`src/rtl/dice_pkg.sv`:
```
// Shared types and constants for the dice result reader.
// Holds the FSM state enum, face limits, score ceiling and pip table.
package dice_pkg;

  typedef enum logic [1:0] {
    IDLE,
    ROLLING,
    SETTLE
  } state_t;

  localparam logic [2:0] FACE_MIN  = 3'd1;
  localparam logic [2:0] FACE_MAX  = 3'd6;
  localparam logic [9:0] SCORE_MAX = 10'd1023;

  // bit 0 centre; 1/2 and 3/4 the diagonal corner pairs;
  // 5/6 the middle side pair; faces 0 and 7 light nothing
  localparam logic [7:0][6:0] PIP_TABLE = {
    7'b0000000,
    7'b1111110,
    7'b0011111,
    7'b0011110,
    7'b0000111,
    7'b0000110,
    7'b0000001,
    7'b0000000
  };

endpackage

```
`src/rtl/dice_pip_decode.sv`:
```
// Face value to die LED pattern lookup.
// Purely combinational; only instantiated with DICE_READER_PIP_EN.
module dice_pip_decode
  import dice_pkg::*;
(
  input  logic [2:0] face,
  output logic [6:0] pips
);

  // table lookup
  always_comb begin
    pips = PIP_TABLE[face];
  end

endmodule

```
`src/rtl/dice_reader.sv`:
```
// Captures a settled dice face after each button roll and keeps stats.
// Optional DICE_READER_PIP_EN adds a registered pips[6:0] LED output.
module dice_reader
  import dice_pkg::*;
(
  input  logic       clk,
  input  logic       rst,
  input  logic       button,
  input  logic [2:0] throw,
  input  logic       clr,
  input  logic       res_ready,
  output logic       res_valid,
  output logic [2:0] res_value,
  output logic       res_double,
  output logic [7:0] roll_count,
  output logic [9:0] score_total,
  output logic       err,
`ifdef DICE_READER_PIP_EN
  output logic [6:0] pips,
`endif
  output logic       overrun
);

  state_t      state_q, state_d;
  logic        cap_vld_q, cap_vld_d;
  logic [2:0]  cap_face_q, cap_face_d;
  logic        res_valid_q, res_valid_d;
  logic [2:0]  res_value_q, res_value_d;
  logic        res_double_q, res_double_d;
  logic [7:0]  roll_count_q, roll_count_d;
  logic [9:0]  score_q, score_d;
  logic        err_q, err_d;
  logic        overrun_q, overrun_d;
  logic        prev_vld_q, prev_vld_d;
  logic [2:0]  prev_q, prev_d;
  logic        legal, commit, accept;
  logic [10:0] sum;

  // next-state: FSM, capture stage, result slot and statistics
  always_comb begin
    state_d      = state_q;
    cap_vld_d    = 1'b0;
    cap_face_d   = cap_face_q;
    res_valid_d  = res_valid_q;
    res_value_d  = res_value_q;
    res_double_d = res_double_q;
    roll_count_d = roll_count_q;
    score_d      = score_q;
    err_d        = err_q;
    overrun_d    = overrun_q;
    prev_vld_d   = prev_vld_q;
    prev_d       = prev_q;
    unique case (state_q)
      IDLE:    if (button) state_d = ROLLING;
      ROLLING: if (!button) state_d = SETTLE;
      SETTLE: begin
        state_d    = IDLE;
        cap_vld_d  = 1'b1;
        cap_face_d = throw;
      end
      default: state_d = IDLE;
    endcase
    legal  = (cap_face_q >= FACE_MIN) && (cap_face_q <= FACE_MAX);
    commit = cap_vld_q && legal;
    accept = res_valid_q && res_ready;
    sum    = {1'b0, score_q} + {8'd0, cap_face_q};
    if (commit) begin
      res_valid_d  = 1'b1;
      res_value_d  = cap_face_q;
      res_double_d = prev_vld_q && (prev_q == cap_face_q);
      roll_count_d = roll_count_q + 8'd1;
      score_d      = (sum > {1'b0, SCORE_MAX}) ? SCORE_MAX : sum[9:0];
      prev_vld_d   = 1'b1;
      prev_d       = cap_face_q;
      if (res_valid_q && !res_ready) overrun_d = 1'b1;
    end else if (accept) begin
      res_valid_d = 1'b0;
    end
    if (cap_vld_q && !legal) err_d = 1'b1;
    if (clr) begin
      roll_count_d = 8'd0;
      score_d      = 10'd0;
      err_d        = 1'b0;
      overrun_d    = 1'b0;
      prev_vld_d   = 1'b0;
      prev_d       = 3'd0;
    end
  end

`ifdef DICE_READER_PIP_EN
  logic [6:0] pip_w;
  logic [6:0] pips_q, pips_d;

  dice_pip_decode u_pip (
    .face (res_value_d),
    .pips (pip_w)
  );

  // LED pattern follows the next result and blanks when nothing is valid
  always_comb begin
    pips_d = res_valid_d ? pip_w : 7'd0;
  end

  // pip register
  always_ff @(posedge clk or negedge rst) begin
    if (!rst) pips_q <= 7'd0;
    else      pips_q <= pips_d;
  end

  assign pips = pips_q;
`endif

  // state and output registers; reset discards any roll and result
  always_ff @(posedge clk or negedge rst) begin
    if (!rst) begin
      state_q      <= IDLE;
      cap_vld_q    <= 1'b0;
      cap_face_q   <= 3'd0;
      res_valid_q  <= 1'b0;
      res_value_q  <= 3'd0;
      res_double_q <= 1'b0;
      roll_count_q <= 8'd0;
      score_q      <= 10'd0;
      err_q        <= 1'b0;
      overrun_q    <= 1'b0;
      prev_vld_q   <= 1'b0;
      prev_q       <= 3'd0;
    end else begin
      state_q      <= state_d;
      cap_vld_q    <= cap_vld_d;
      cap_face_q   <= cap_face_d;
      res_valid_q  <= res_valid_d;
      res_value_q  <= res_value_d;
      res_double_q <= res_double_d;
      roll_count_q <= roll_count_d;
      score_q      <= score_d;
      err_q        <= err_d;
      overrun_q    <= overrun_d;
      prev_vld_q   <= prev_vld_d;
      prev_q       <= prev_d;
    end
  end

  assign res_valid   = res_valid_q;
  assign res_value   = res_value_q;
  assign res_double  = res_double_q;
  assign roll_count  = roll_count_q;
  assign score_total = score_q;
  assign err         = err_q;
  assign overrun     = overrun_q;

endmodule

```
`config.mk`:
```
export PLATFORM = sky130hd
export DESIGN_NAME = dice_reader
export DESIGN_NICKNAME = d
export VERILOG_FILES = /design/src/rtl/dice_pkg.sv /design/src/rtl/dice_pip_decode.sv /design/src/rtl/dice_reader.sv
export SDC_FILE = /design/constraint.sdc
export NUM_CORES = 1
export LEC_CHECK = 0
export ABC_AREA = 1
export CAP_MARGIN = 20
export CORE_ASPECT_RATIO = 1.1
export CORE_MARGIN = 3
export CORE_UTILIZATION = 43
export CTS_BUF_LIST = sky130_fd_sc_hd__clkbuf_2 sky130_fd_sc_hd__clkbuf_4 sky130_fd_sc_hd__clkbuf_8
export DETAILED_ROUTE_END_ITERATION = 12
export DONT_BUFFER_PORTS = 1
export SYNTH_ARGS = -nofsm -noshare
export SYNTH_HDL_FRONTEND = slang
export SYNTH_HIERARCHICAL = 1
export SYNTH_SLANG_ARGS = --single-unit
```
`constraint.sdc`:
```
create_clock -name clk -period 1.7 [get_ports clk]
set_input_delay 0.34 -clock clk [delete_from_list [all_inputs] [get_ports clk]]
set_output_delay 0.34 -clock clk [all_outputs]
set_load 0.005 [all_outputs]
```
# Word-level counts from Yosys, hierarchy flattened
# Cells that the tools add are included.
[classes] mux=20 n_lt_le_gt_ge=3 n_reduce_logical=15 add_sub_neg=2 eq_ne=5
[ops] cell="2-to-1 mux 10 bit" n=3
[ops] cell="2-to-1 mux 8 bit" n=2
[ops] cell="adder 10 x 3 -> 11 bit" n=1
[ops] cell="> comparator 11 x 10 -> 1 bit, second input constant" n=1
[ops] cell="2-to-1 mux 1 bit" n=10
[ops] cell="adder 8 x 1 -> 8 bit, second input constant" n=1
[ops] cell="nonzero test 2 bit" n=4
[ops] cell="logical AND 1 bit" n=6
[ops] cell="2-to-1 mux 3 bit" n=2
[ops] cell="2-to-1 mux 2 bit" n=2
[ops] cell="inequality test 2 bit, second input constant" n=2
[ops] cell="one-hot mux 2 bit (2 select lines)" n=1
[ops] cell="AND reduction 2 bit" n=2
[ops] cell="== test 3 bit" n=1
[ops] cell=">= comparator 3 x 1 -> 1 bit, second input constant" n=1
[ops] cell="<= comparator 3 bit, second input constant" n=1
[ops] cell="== test 2 x 1 -> 1 bit, second input constant" n=1
[ops] cell="== test 2 bit, second input constant" n=1
[ops] cell="logical NOT 1 bit" n=2
[ops] cell="logical NOT 2 bit" n=1
[totals] wordCells=57 regBits=35 out_inout_bits=25

# Depth between registers and ports, before layout
# Gate-level depths: netlist of run 1.
[depth] depth_word=6 ltp_mapped=8 ltp_nobuf=8

# Worst setup path after synthesis of run 1
# Ideal clock, no wire load.
[synth_timing] kind="register -> register" start="register cap_face_q[0]" end="register score_q[7], in the netlist score_total[7]" path_stages_with_launch=9 n_path_buf=0 period_less_slack_ns=1.667 required_time_ns=1.635 setup_slack_ns=0.033 t_arrival_ns=1.602 path_cell_list="dfrtp_1 > ha_1 > inv_1 > fa_1 > o21ai_1 > nand4_1 > nand3_1 > nand2_1 > nand2_1"
[synth_via] elab_chain_len=5
[synth_lines] element="start, declared" line="dice_reader.sv:26" text="logic [2:0] cap_face_q, cap_face_d;"
[synth_lines] element="start signal, assigned" line="dice_reader.sv:131" text="cap_face_q <= cap_face_d;"
[synth_lines] element="adder 10 x 3 -> 11 bit" line="dice_reader.sv:66" text="sum = {1'b0, score_q} + {8'd0, cap_face_q};"
[synth_lines] element="> comparator 11 x 10 -> 1 bit" line="dice_reader.sv:72" text="score_d = (sum > {1'b0, SCORE_MAX}) ? SCORE_MAX : sum[9:0];"
[synth_lines] element="2-to-1 mux 10 bit" line="dice_reader.sv:72"
[synth_lines] element="2-to-1 mux 10 bit" line="dice_reader.sv:67" text="if (commit) begin"
[synth_lines] element="2-to-1 mux 10 bit" line="dice_reader.sv:80" text="if (clr) begin"
[synth_lines] element="end signal, assigned" line="dice_reader.sv:136" text="score_q <= score_d;"
[synth_lines] element="end, declared" line="dice_reader.sv:31" text="logic [9:0] score_q, score_d;"
# Several ways; a longest one is shown, not always the timed one. The select of a mux whose other input is x is not followed.
# A chain may end at the register's enable or synchronous reset.

# Final worst setup path of run 1
[layout_timing] start="register cap_face_q[0]" end="register score_q[5], in the netlist score_total[5]"
# Same word-level chain as after synthesis.

==> impl_metrics.py, run 1 <==
metrics = {
    "final_layout": {
        "syn_to_final_growth_pct": 15.2,
        "fin_nets": 253,
        "regArea_um2": 876,
        "fin_util": 0.537,
        "fillers": 372,
        "drive_gt1_frac": 0.145,
        "n_antenna_cell": 0,
        "multi_input_area_um2": 791,
    },
    "detailed_routing": {
        "initialDrtViolationCount": 62,
        "top_layer": "met4",
        "drt-met1-wl_mm": 1.68,
        "drtPass1Iterations": 4,
        "wl_per_cell_um": 12.7,
        "num_vias": 1453,
        "drt_wl_total_mm": 3.70,
        "remaining_drc_errors": 0,
        "wl_met3_um": 226,
        "ant_nets": 0,
        "routed_via_density": 4.99,
        "wl_met2_mm": 1.76,
    },
    "logic_synthesis": {
        "ys_seq_area_frac": 0.491,
        "synthTopCellsByArea": "dfrtp_1, nand2_1, inv_1",
        "synth_top_area_cell": "dfrtp_1",
        "avgSynthCellArea_um2": 8.00,
        "netlist_instances": 223,
        "yosys_warnings": 6,
        "synth_area_mm2": 0.00178,
        "synthFlopType": "dfrtp_1",
        "synth.most_common_cell": "nand2_1",
        "ys_ff_latch": 35,
        "synth_edf_count": 0,
        "ys_types": 23,
        "async_flop_share": 1.00,
        "syn-num-nets": 236,
        "synth_commonest_cells": "nand2_1, dfrtp_1, inv_1",
        "yosysTopAreaCellShare": 0.491,
    },
    "timing": {
        "finalSetupViolCount": 0,
        "period_needed_ns": 1.67,
        "rsz0062_at_grt": "true",
        "fin_worst_skew_ns": 0.0115,
        "relSlewSlack": 0.767,
        "hold_violations": 0,
        "drv_slew": 0,
        "fmax_mhz": 600,
        "fin_crit_sh": 0.981,
        "hold_ws_ns": 0.103,
        "tightest_slew_ns": 0.348,
    },
    "clock_network": {
        "cts_tree": "built",
        "cts_buffers": 5,
        "clockBufferDepth": 2,
        "path_clk_slew_ns": 0.08,
        "htreeDepth": 2,
        "clkLatencyLatePin_ns": 0.29,
        "cts_root_buf": "clkbuf_8",
        "clkSinkCount": 35,
    },
    "floorplan": {
        "die_h_um": 73.6,
        "coreArea_mm2": 0.00383,
        "ios": 33,
        "rows": 23,
        "start_util": 0.466,
        "dieWidth_um": 67.4,
        "die_area_mm2": 0.00496,
    },
    "power": {
        "combPwrFrac": 0.148,
        "pwr-share-seq": 0.477,
        "p_leak_nw": 1.03,
        "p_switching_w": 0.000531,
        "internal_power_w": 0.00146,
        "peakVddDrop_mv": 0.694,
        "powerDensity_mw_per_mm2": 969,
        "swShare": 0.267,
        "clkPwrFrac": 0.376,
    },
    "worst_setup_path": {
        "worstPathCellList": "ha_2 > inv_2 > fa_2 > o21ai_2 > nand4_1 > nand3_1 > nand2_1 > nand2_1",
        "reg2reg_to": "score_total[5]",
        "crit_slowest_cell": "fa_2",
        "setup.worst_path.end_class": "flip-flop",
        "crit_top_cell": "nand2_1",
        "crit_arrival_ns": 1.89,
        "critPathMaxStageDelay_ns": 0.37,
        "path_depth": 8,
        "r2r.worst_path.cells": 8,
        "worstReg2RegStart": "cap_face_q[0]",
        "critical_path_class": "reg -> reg",
        "critPathBufInv": 1,
        "crit_fanout": 6,
        "start_kind": "flip-flop",
        "ff2ff_setup_slack_ns": 0.03,
        "required_ns": 1.93,
        "crit_family": "adder cells",
    },
    "grt": {
        "gr-total-overflow": 0,
        "antenna_found_initial": 0,
        "grt_pass1_vias": 1337,
        "grt_usage": 0.161,
        "grt_max_degree": 36,
        "grt_pass1_wl_mm": 6.09,
    },
    "min_path": {
        "min-delay-start": "clr",
        "whs_path_depth": 1,
        "holdPathEnd": "prev_q[2]",
        "hp-class": "in -> reg",
    },
    "status": {
        "status": "finished clean",
    },
    "place": {
        "place_congestion": 0.877,
        "io_buffers": 0,
        "dp_hpwl_mm": 2.71,
    },
    "job": {
        "cap_viol_max_count": 0,
    },
}
-- power by group through the flow --
stage	logic [W]	clock network [W]	registers, W
2_1_floorplan	0.000178	0	0.000970
3_3_place_gp	0.000260	0	0.000968
3_5_place_dp	0.000263	0	0.000969
4_1_cts	0.000292	0.000767	0.000953
5_1_grt	0.000342	0.000802	0.000962
6_report	0.000294	0.000748	0.000950
-- worst max-delay path by stage --
stage,endpoint,startpoint
2_1_floorplan,score_total[7],cap_face_q[0]
3_3_place_gp,score_total[5],score_total[0]
3_5_place_dp,score_total[1],cap_face_q[0]
4_1_cts,score_total[1],cap_face_q[0]
5_1_grt,score_total[5],cap_face_q[0]
6_report,score_total[5],cap_face_q[0]
-- kinds of logic after synthesis --
family,synth area share
AO/OA/AOI/OAI,0.0800
XOR/XNOR,0.0245
adder cells (fa/ha/maj),0.0393
buffers and inverters,0.0736
flip-flops,0.491
AND/OR/NAND/NOR,0.292
-- layout by cell type (no fill, tap or decap), types with 3 or more instances in the layout --
| master | n |
|---|---|
| buf_4 | 10 |
| ha_1 | 3 |
| nand3_1 | 15 |
| a21oi_1 | 8 |
| nand2_1 | 76 |
| inv_2 | 6 |
| nor2_1 | 14 |
| o21ai_1 | 4 |
| nor3_1 | 4 |
| xnor2_1 | 4 |
| inv_1 | 23 |
| nand3_2 | 3 |
| dfrtp_1 | 35 |
| o21ai_2 | 3 |
| nand4_1 | 6 |
| o21ai_0 | 9 |
| clkbuf_8 | 5 |
-- metal layers --
metal  track usage  vias up
met2         0.261       33
met1         0.202      670
li1              -      745
met5             0        -
met4        0.0450        0
met3        0.0581        5
-- what timing repair did --
item / CTS / global route
hold buffers: 2 / 0
pin swaps: 3 / 4
setup endpoints to repair: 6 / 8
endpoints found under the hold margin: 35 / 0
setup buffers: 0 / 2
gates resized for setup: 2 / 4
-- through the flow --
| stage | std cells | worst slack, ns | TNS (ns) | power (W) | area (um2) |
|---|---|---|---|---|---|
| after floorplan | 223 | 0.0330 | 0 | 0.00115 | 1780 |
| after global routing | 291 | -0.0854 | -0.536 | 0.00211 | 2060 |
| after detailed placement | 279 | -0.103 | -0.475 | 0.00123 | 1880 |
| final | 291 | 0.0326 | 0 | 0.00199 | 2060 |
| after CTS | 289 | 0.0218 | 0 | 0.00201 | 2030 |
| after global placement | 279 | -0.0463 | -0.159 | 0.00123 | 1880 |
-- area by class of cell --
cell class,instances,area share
Timing Repair Buffer,12,0.0511
Inverter,29,0.0530
Sequential cell,35,0.426
Clock inverter,3,0.0213
Multi-Input combinational cell,157,0.385
Tap cell,50,0.0304
Clock buffer,5,0.0335
-- registers in the layout, summed over array words and instances (netlist names) --
register	cells
cap_face_q	3
res_valid	1
roll_count	8
res_double	1
state_q	2
res_value	3
err	1
prev_vld_q	1
overrun	1
score_total	10
prev_q	3
cap_vld_q	1
Note: power is estimated with default switching activity, not from simulation.
==> run 2, diff against run 1 <==
Settings changed: CORE_UTILIZATION 43 to 45.
==> run 2 against run 1 <==
  * Clock power shrank 19%
  * Core utilization rose by 0.34 points
  * Clock-buffer cell count rose by 2
  * Worst hold slack better by 0.0081 ns
  * Sequential power rose by 0.6%
  * Combinational power fell by 4%
  * Final cell count is 0.34% lower
  * First-iteration DRC count up 31%
  * Global-route usage increased by 1.3 points
  * Setup slack improved by 0.054 ns
  * Critical path depth unchanged
  * Critical endpoint is now score_total[3]
  * Highest routed layer unchanged
==> impl_metrics.py, run 2 (same netlist as run 1, synthesis figures left out) <==
metrics = {
    "final_layout": {
        "drive_gt1_frac": 0.133,
        "final_cell_count_no_fill": 290,
        "final_common_cell": "nand2_1",
        "final_cell_mix": "nand2_1, dfrtp_1, inv_1",
        "fin_area_mm2": 0.00202,
        "syn_to_final_growth_pct": 13.3,
        "largest_reg_flops": 10,
        "fin_util": 0.540,
        "n_antenna_cell": 0,
        "fin_nets": 252,
        "fillers": 359,
    },
    "timing": {
        "fin_crit_sh": 0.949,
        "hold_ws_ns": 0.111,
        "hold_violations": 0,
        "finalSetupViolCount": 0,
        "relSlewSlack": 0.771,
        "rsz0062_at_grt": "true",
        "tightest_slew_ns": 0.342,
        "tns_ns": 0,
        "drv_slew": 0,
        "fin_worst_skew_ns": 0.00191,
        "period_needed_ns": 1.61,
        "fmax_mhz": 620,
    },
    "place": {
        "dp_hpwl_mm": 2.66,
        "post-place-cells": 279,
        "io_buffers": 0,
        "place_congestion": 0.864,
        "dpl_cell_area_mm2": 0.00188,
    },
    "grt": {
        "gr-total-overflow": 0,
        "grt_pass1_wl_mm": 6.31,
        "grt_max_degree": 36,
        "antenna_found_initial": 0,
        "grt_usage": 0.174,
        "grt_pass1_vias": 1354,
    },
    "clock_network": {
        "cts_buffers": 5,
        "cts_tree": "built",
        "clkLatencyLatePin_ns": 0.28,
        "path_clk_slew_ns": 0.07,
        "htreeDepth": 2,
        "cts_root_buf": "clkbuf_8",
        "clkSinkCount": 35,
        "clockBufferDepth": 2,
    },
    "job": {
        "cap_viol_max_count": 0,
    },
    "floorplan": {
        "ios": 33,
        "start_util": 0.477,
        "die_area_mm2": 0.00476,
        "die_h_um": 72.0,
        "rows": 23,
        "coreArea_mm2": 0.00374,
        "dieWidth_um": 66.0,
    },
    "worst_setup_path": {
        "worstReg2RegStart": "score_total[0]",
        "crit_fanout": 3,
        "setup.worst_path.end_class": "flip-flop",
        "start_kind": "flip-flop",
        "r2r.worst_path.cells": 8,
        "crit_arrival_ns": 1.83,
        "critical_path_class": "reg -> reg",
        "required_ns": 1.92,
        "critPathLaunch": "score_total[0]",
    },
    "detailed_routing": {
        "drt_wl_total_mm": 3.70,
        "initialDrtViolationCount": 81,
        "wl_met2_mm": 1.77,
        "remaining_drc_errors": 0,
        "drtPass1Iterations": 4,
        "routed_via_density": 5.01,
        "wl_per_cell_um": 12.7,
        "wl_met3_um": 203,
        "ant_nets": 0,
        "top_layer": "met4",
        "drt-met1-wl_mm": 1.67,
        "num_vias": 1453,
    },
    "min_path": {
        "min-delay-start": "clr",
        "whs_path_depth": 1,
        "hp-class": "in -> reg",
    },
    "status": {
        "status": "finished clean",
    },
    "power": {
        "p_leak_nw": 1.01,
        "powerDensity_mw_per_mm2": 912,
        "peakVddDrop_mv": 0.557,
    },
}
==> run 2: layout make-up <==
type | count | area (um2) | area share
clock buffers | 7 | 83.8 | 0.0415
clock inverters | 1 | 5.00 | 0.00248
inverters | 29 | 109 | 0.0538
multi-input cells | 157 | 788 | 0.390
flip-flops and latches | 35 | 876 | 0.433
well taps | 50 | 62.6 | 0.0309
repair buffers | 11 | 97.6 | 0.0483
==> run 2: worst paths after layout <==
check,end,slack [ns]
max in group asynchronous,score_total[6],1.01
min in group asynchronous,roll_count[7],0.51
max,score_total[3],0.09
min reg2reg,state_q[0],0.42
max reg2reg,score_total[3],0.09
min,prev_q[2],0.11
==> run 2: critical path: stages (launching register included) <==
cell and delay, ns:
dfrtp_1 0.35, ha_1 0.17, inv_1 0.06, fa_2 0.37
o21ai_2 0.21, nand3_1 0.11, o21ai_0 0.16, nand2_1 0.07
nand2_1 0.05
==> run 2: per-layer routing <==
| layer | track usage | vias to the layer above |
|---|---|---|
| li1 | - | 740 |
| met1 | 0.225 | 677 |
| met2 | 0.267 | 32 |
| met3 | 0.0604 | 4 |
| met4 | 0.0722 | 0 |
| met5 | 0 | - |
==> run 2: metrics by stage <==
step / setup WS (ns) / power (W)
5_1_grt: -0.0317 / 0.00197
3_5_place_dp: -0.0816 / 0.00123
6_report: 0.0868 / 0.00184
4_1_cts: 0.0197 / 0.00188
3_3_place_gp: -0.0549 / 0.00123
2_1_floorplan: 0.0330 / 0.00115
==> run 2: what timing repair did <==
| action | 4_1_cts | 5_1_grt |
|---|---|---|
| setup buffers | 0 | 1 |
| pin swaps | 3 | 0 |
| gates resized for setup | 2 | 1 |
| endpoints found under the hold margin | 35 | 0 |
| hold buffers | 2 | 0 |
| endpoints found under the setup margin | 6 | 8 |
==> run 2: where the power goes <==
| group | internal [W] | leakage [nW] | switching (W) |
|---|---|---|---|
| clock network | 0.000319 | 0.0491 | 0.000286 |
| registers | 0.000902 | 0.474 | 0.0000545 |
| logic | 0.000116 | 0.491 | 0.000167 |
| total | 0.00134 | 1.01 | 0.000508 |
==> run 3, diff against run 2 <==
Settings changed: ABC_AREA 1 to default, CORE_UTILIZATION 45 to 55, HOLD_SLACK_MARGIN from default to 0.08, PLACE_DENSITY from default to 0.73.
==> run 3 against run 2 <==
  * Routed wire length increased by 1.7%
  * Global-route usage rose by 4.8 points
  * Clock skew rose by 0.0083 ns
  * Final cell count down 21%
  * First-iteration DRC count up 4.9%
  * Critical path depth increased by 1
  * Design area is 4.3% higher
  * Worst hold slack got worse by 0.077 ns
  * The run now ends with setup timing left
  * Area after synthesis is 7.4% lower
  * Setup slack got worse by 0.16 ns
==> impl_metrics.py, run 3 <==
metrics = {
    "worst_setup_path": {
        "critical_path_class": "reg -> reg",
        "crit_family": "compound AO/OA/AOI/OAI gates",
        "required_ns": 1.97,
        "crit_arrival_ns": 2.05,
        "critPathMaxStageDelay_ns": 0.44,
        "r2r.worst_path.cells": 9,
        "ff2ff_setup_slack_ns": -0.08,
        "critPathLaunch": "cap_face_q[0]",
        "start_kind": "flip-flop",
        "critPathBufInv": 3,
        "crit_path_end": "score_total[4]",
        "crit_slowest_cell": "dfrtp_2",
        "setup.worst_path.end_class": "flip-flop",
        "worstPathCellList": "ha_4 > inv_2 > fa_2 > inv_2 > a21o_1 > buf_6 > and2_4 > a31o_1 > a211oi_2",
        "crit_fanout": 5,
        "crit_top_cell": "inv_2",
        "worstReg2RegStart": "cap_face_q[0]",
        "path_depth": 9,
        "reg2reg_to": "score_total[4]",
    },
    "logic_synthesis": {
        "synthTopCellsByArea": "dfrtp_1, nand2_1, nor2_1",
        "yosysTopAreaCellShare": 0.530,
        "synth_area_mm2": 0.00165,
        "synth_edf_count": 0,
        "yosys_warnings": 6,
        "netlist_instances": 164,
        "synth_top_area_cell": "dfrtp_1",
        "syn-num-nets": 177,
        "ys_ff_latch": 35,
        "ys_seq_area_frac": 0.530,
        "async_flop_share": 1.00,
        "synth_commonest_cells": "dfrtp_1, nand2_1, nor2_1",
        "avgSynthCellArea_um2": 10.1,
        "synth.most_common_cell": "dfrtp_1",
        "ys_types": 34,
        "synthFlopType": "dfrtp_1",
    },
    "timing": {
        "tightest_slew_ns": 0.401,
        "drv_slew": 0,
        "fmax_mhz": 563,
        "fin_crit_sh": 1.04,
        "hold_violations": 0,
        "period_needed_ns": 1.78,
        "relSlewSlack": 0.732,
        "finalSetupViolCount": 9,
        "setup_ws_ns": -0.0758,
        "rsz0062_at_grt": "true",
        "fin_worst_skew_ns": 0.0103,
        "tns_ns": -0.363,
    },
    "status": {
        "violations": "setup timing",
        "status": "finished with violations",
    },
    "final_layout": {
        "regArea_um2": 878,
        "largest_reg_flops": 10,
        "multi_input_area_um2": 851,
        "syn_to_final_growth_pct": 27.6,
        "final_cell_count_no_fill": 228,
        "fin_nets": 207,
        "final_common_cell": "dfrtp_1",
        "fin_util": 0.746,
        "n_antenna_cell": 0,
        "drive_gt1_frac": 0.344,
        "final_cell_mix": "dfrtp_1, buf_4, nand2_1",
        "fillers": 201,
    },
    "clock_network": {
        "htreeDepth": 2,
        "clockBufferDepth": 2,
        "cts_buffers": 5,
        "holdBufCountCts": 4,
        "path_clk_slew_ns": 0.11,
        "cts_root_buf": "clkbuf_4",
        "clkLatencyLatePin_ns": 0.35,
        "clkSinkCount": 35,
        "cts_tree": "built",
    },
    "power": {
        "powerDensity_mw_per_mm2": 882,
        "p_leak_nw": 0.958,
        "peakVddDrop_mv": 0.825,
    },
    "grt": {
        "grt_usage": 0.223,
        "grt_pass1_vias": 1360,
        "gr-total-overflow": 0,
        "antenna_found_initial": 0,
        "grt_pass1_wl_mm": 6.24,
        "grt_max_degree": 36,
    },
    "place": {
        "dp_slack_ns": -0.104,
        "dp_hpwl_mm": 2.41,
        "io_buffers": 0,
        "place_congestion": 0.834,
        "post-place-cells": 209,
    },
    "detailed_routing": {
        "initialDrtViolationCount": 85,
        "num_vias": 1332,
        "remaining_drc_errors": 0,
        "drtPass1Iterations": 4,
        "wl_per_cell_um": 16.5,
        "ant_nets": 0,
        "routed_via_density": 5.84,
        "drt_wl_total_mm": 3.76,
    },
    "min_path": {
        "hp-class": "in -> reg",
    },
    "floorplan": {
        "dieWidth_um": 58.3,
        "coreArea_mm2": 0.00283,
        "start_util": 0.585,
        "die_h_um": 63.5,
        "rows": 20,
        "ios": 33,
        "die_area_mm2": 0.00370,
    },
    "job": {
        "cap_viol_max_count": 0,
    },
}
==> run 3: cell count changes after synthesis, moves of 6 or more <==
cell,delta
nand2_1,-52
inv_1,-18
nand3_1,-10
a31oi_1,+6
o21ai_0,-6
==> run 3: logic make-up (layout without fill, tap and decap cells) <==
kind of cell,Yosys count,count (layout),share of synthesized area
and+or+nand+nor,65,65,0.188
AOI/OAI and AO/OA,35,35,0.142
DFF,35,35,0.530
buffers and inverters,12,43,0.0333
xor gates and xnor gates,11,11,0.0583
adders and majority gates,5,5,0.0424
muxes,1,1,0.00681
==> run 3: routing by layer <==
| metal | global-route usage | wire [um] |
|---|---|---|
| met2 | 0.381 | 1910 |
| met3 | 0.0717 | 173 |
| met4 | 0.0870 | 98 |
| met5 | 0 | 0 |
| met1 | 0.250 | 1570 |
==> run 3: worst min path at each step <==
| stage | depth (start not counted) | startpoint | end | slack (ns) |
|---|---|---|---|---|
| global placement | 0 | rst | score_total[5] | 0.05 |
| floorplan | 0 | rst | cap_face_q[0] | 0.04 |
| detailed placement | 0 | rst | score_total[3] | 0.05 |
| global route | 1 | clr | score_total[4] | 0.01 |
| CTS | 1 | clr | score_total[4] | 0.04 |
| finish | 1 | clr | score_total[4] | 0.03 |
==> run 3: power breakdown <==
part / switching [W] / internal, W / total (W)
sequential: 0.0000717 / 0.000908 / 0.000980
clock: 0.000277 / 0.000193 / 0.000470
combinational: 0.000206 / 0.000205 / 0.000411
total: 0.000554 / 0.00131 / 0.00186
==> run 3: per-stage QoR <==
| step | hold WS, ns | instance area, um2 | power (W) |
|---|---|---|---|
| floorplan | 0.0444 | 1670 | 0.00118 |
| global placement | 0.0452 | 1830 | 0.00129 |
| detailed placement | 0.0452 | 1830 | 0.00131 |
| CTS | 0.0370 | 2020 | 0.00181 |
| global route | 0.0104 | 2110 | 0.00197 |
| finish | 0.0343 | 2110 | 0.00186 |
==> run 3: area by class of cell <==
cell class / count / share of cell area
clock buffers: 7 / 0.0249
clock inverters: 1 / 0.00237
inverters: 6 / 0.0107
multi-input cells: 117 / 0.403
flip-flops and latches: 35 / 0.416
well taps: 33 / 0.0196
repair buffers: 29 / 0.123
==> run 3: timing repair <==
action / 4_1_cts / 5_1_grt
pin swaps: 5 / 7
hold endpoints to repair: 59 / 23
gates resized for setup: 8 / 22
setup buffers: 6 / 2
endpoints found under the setup margin: 12 / 22
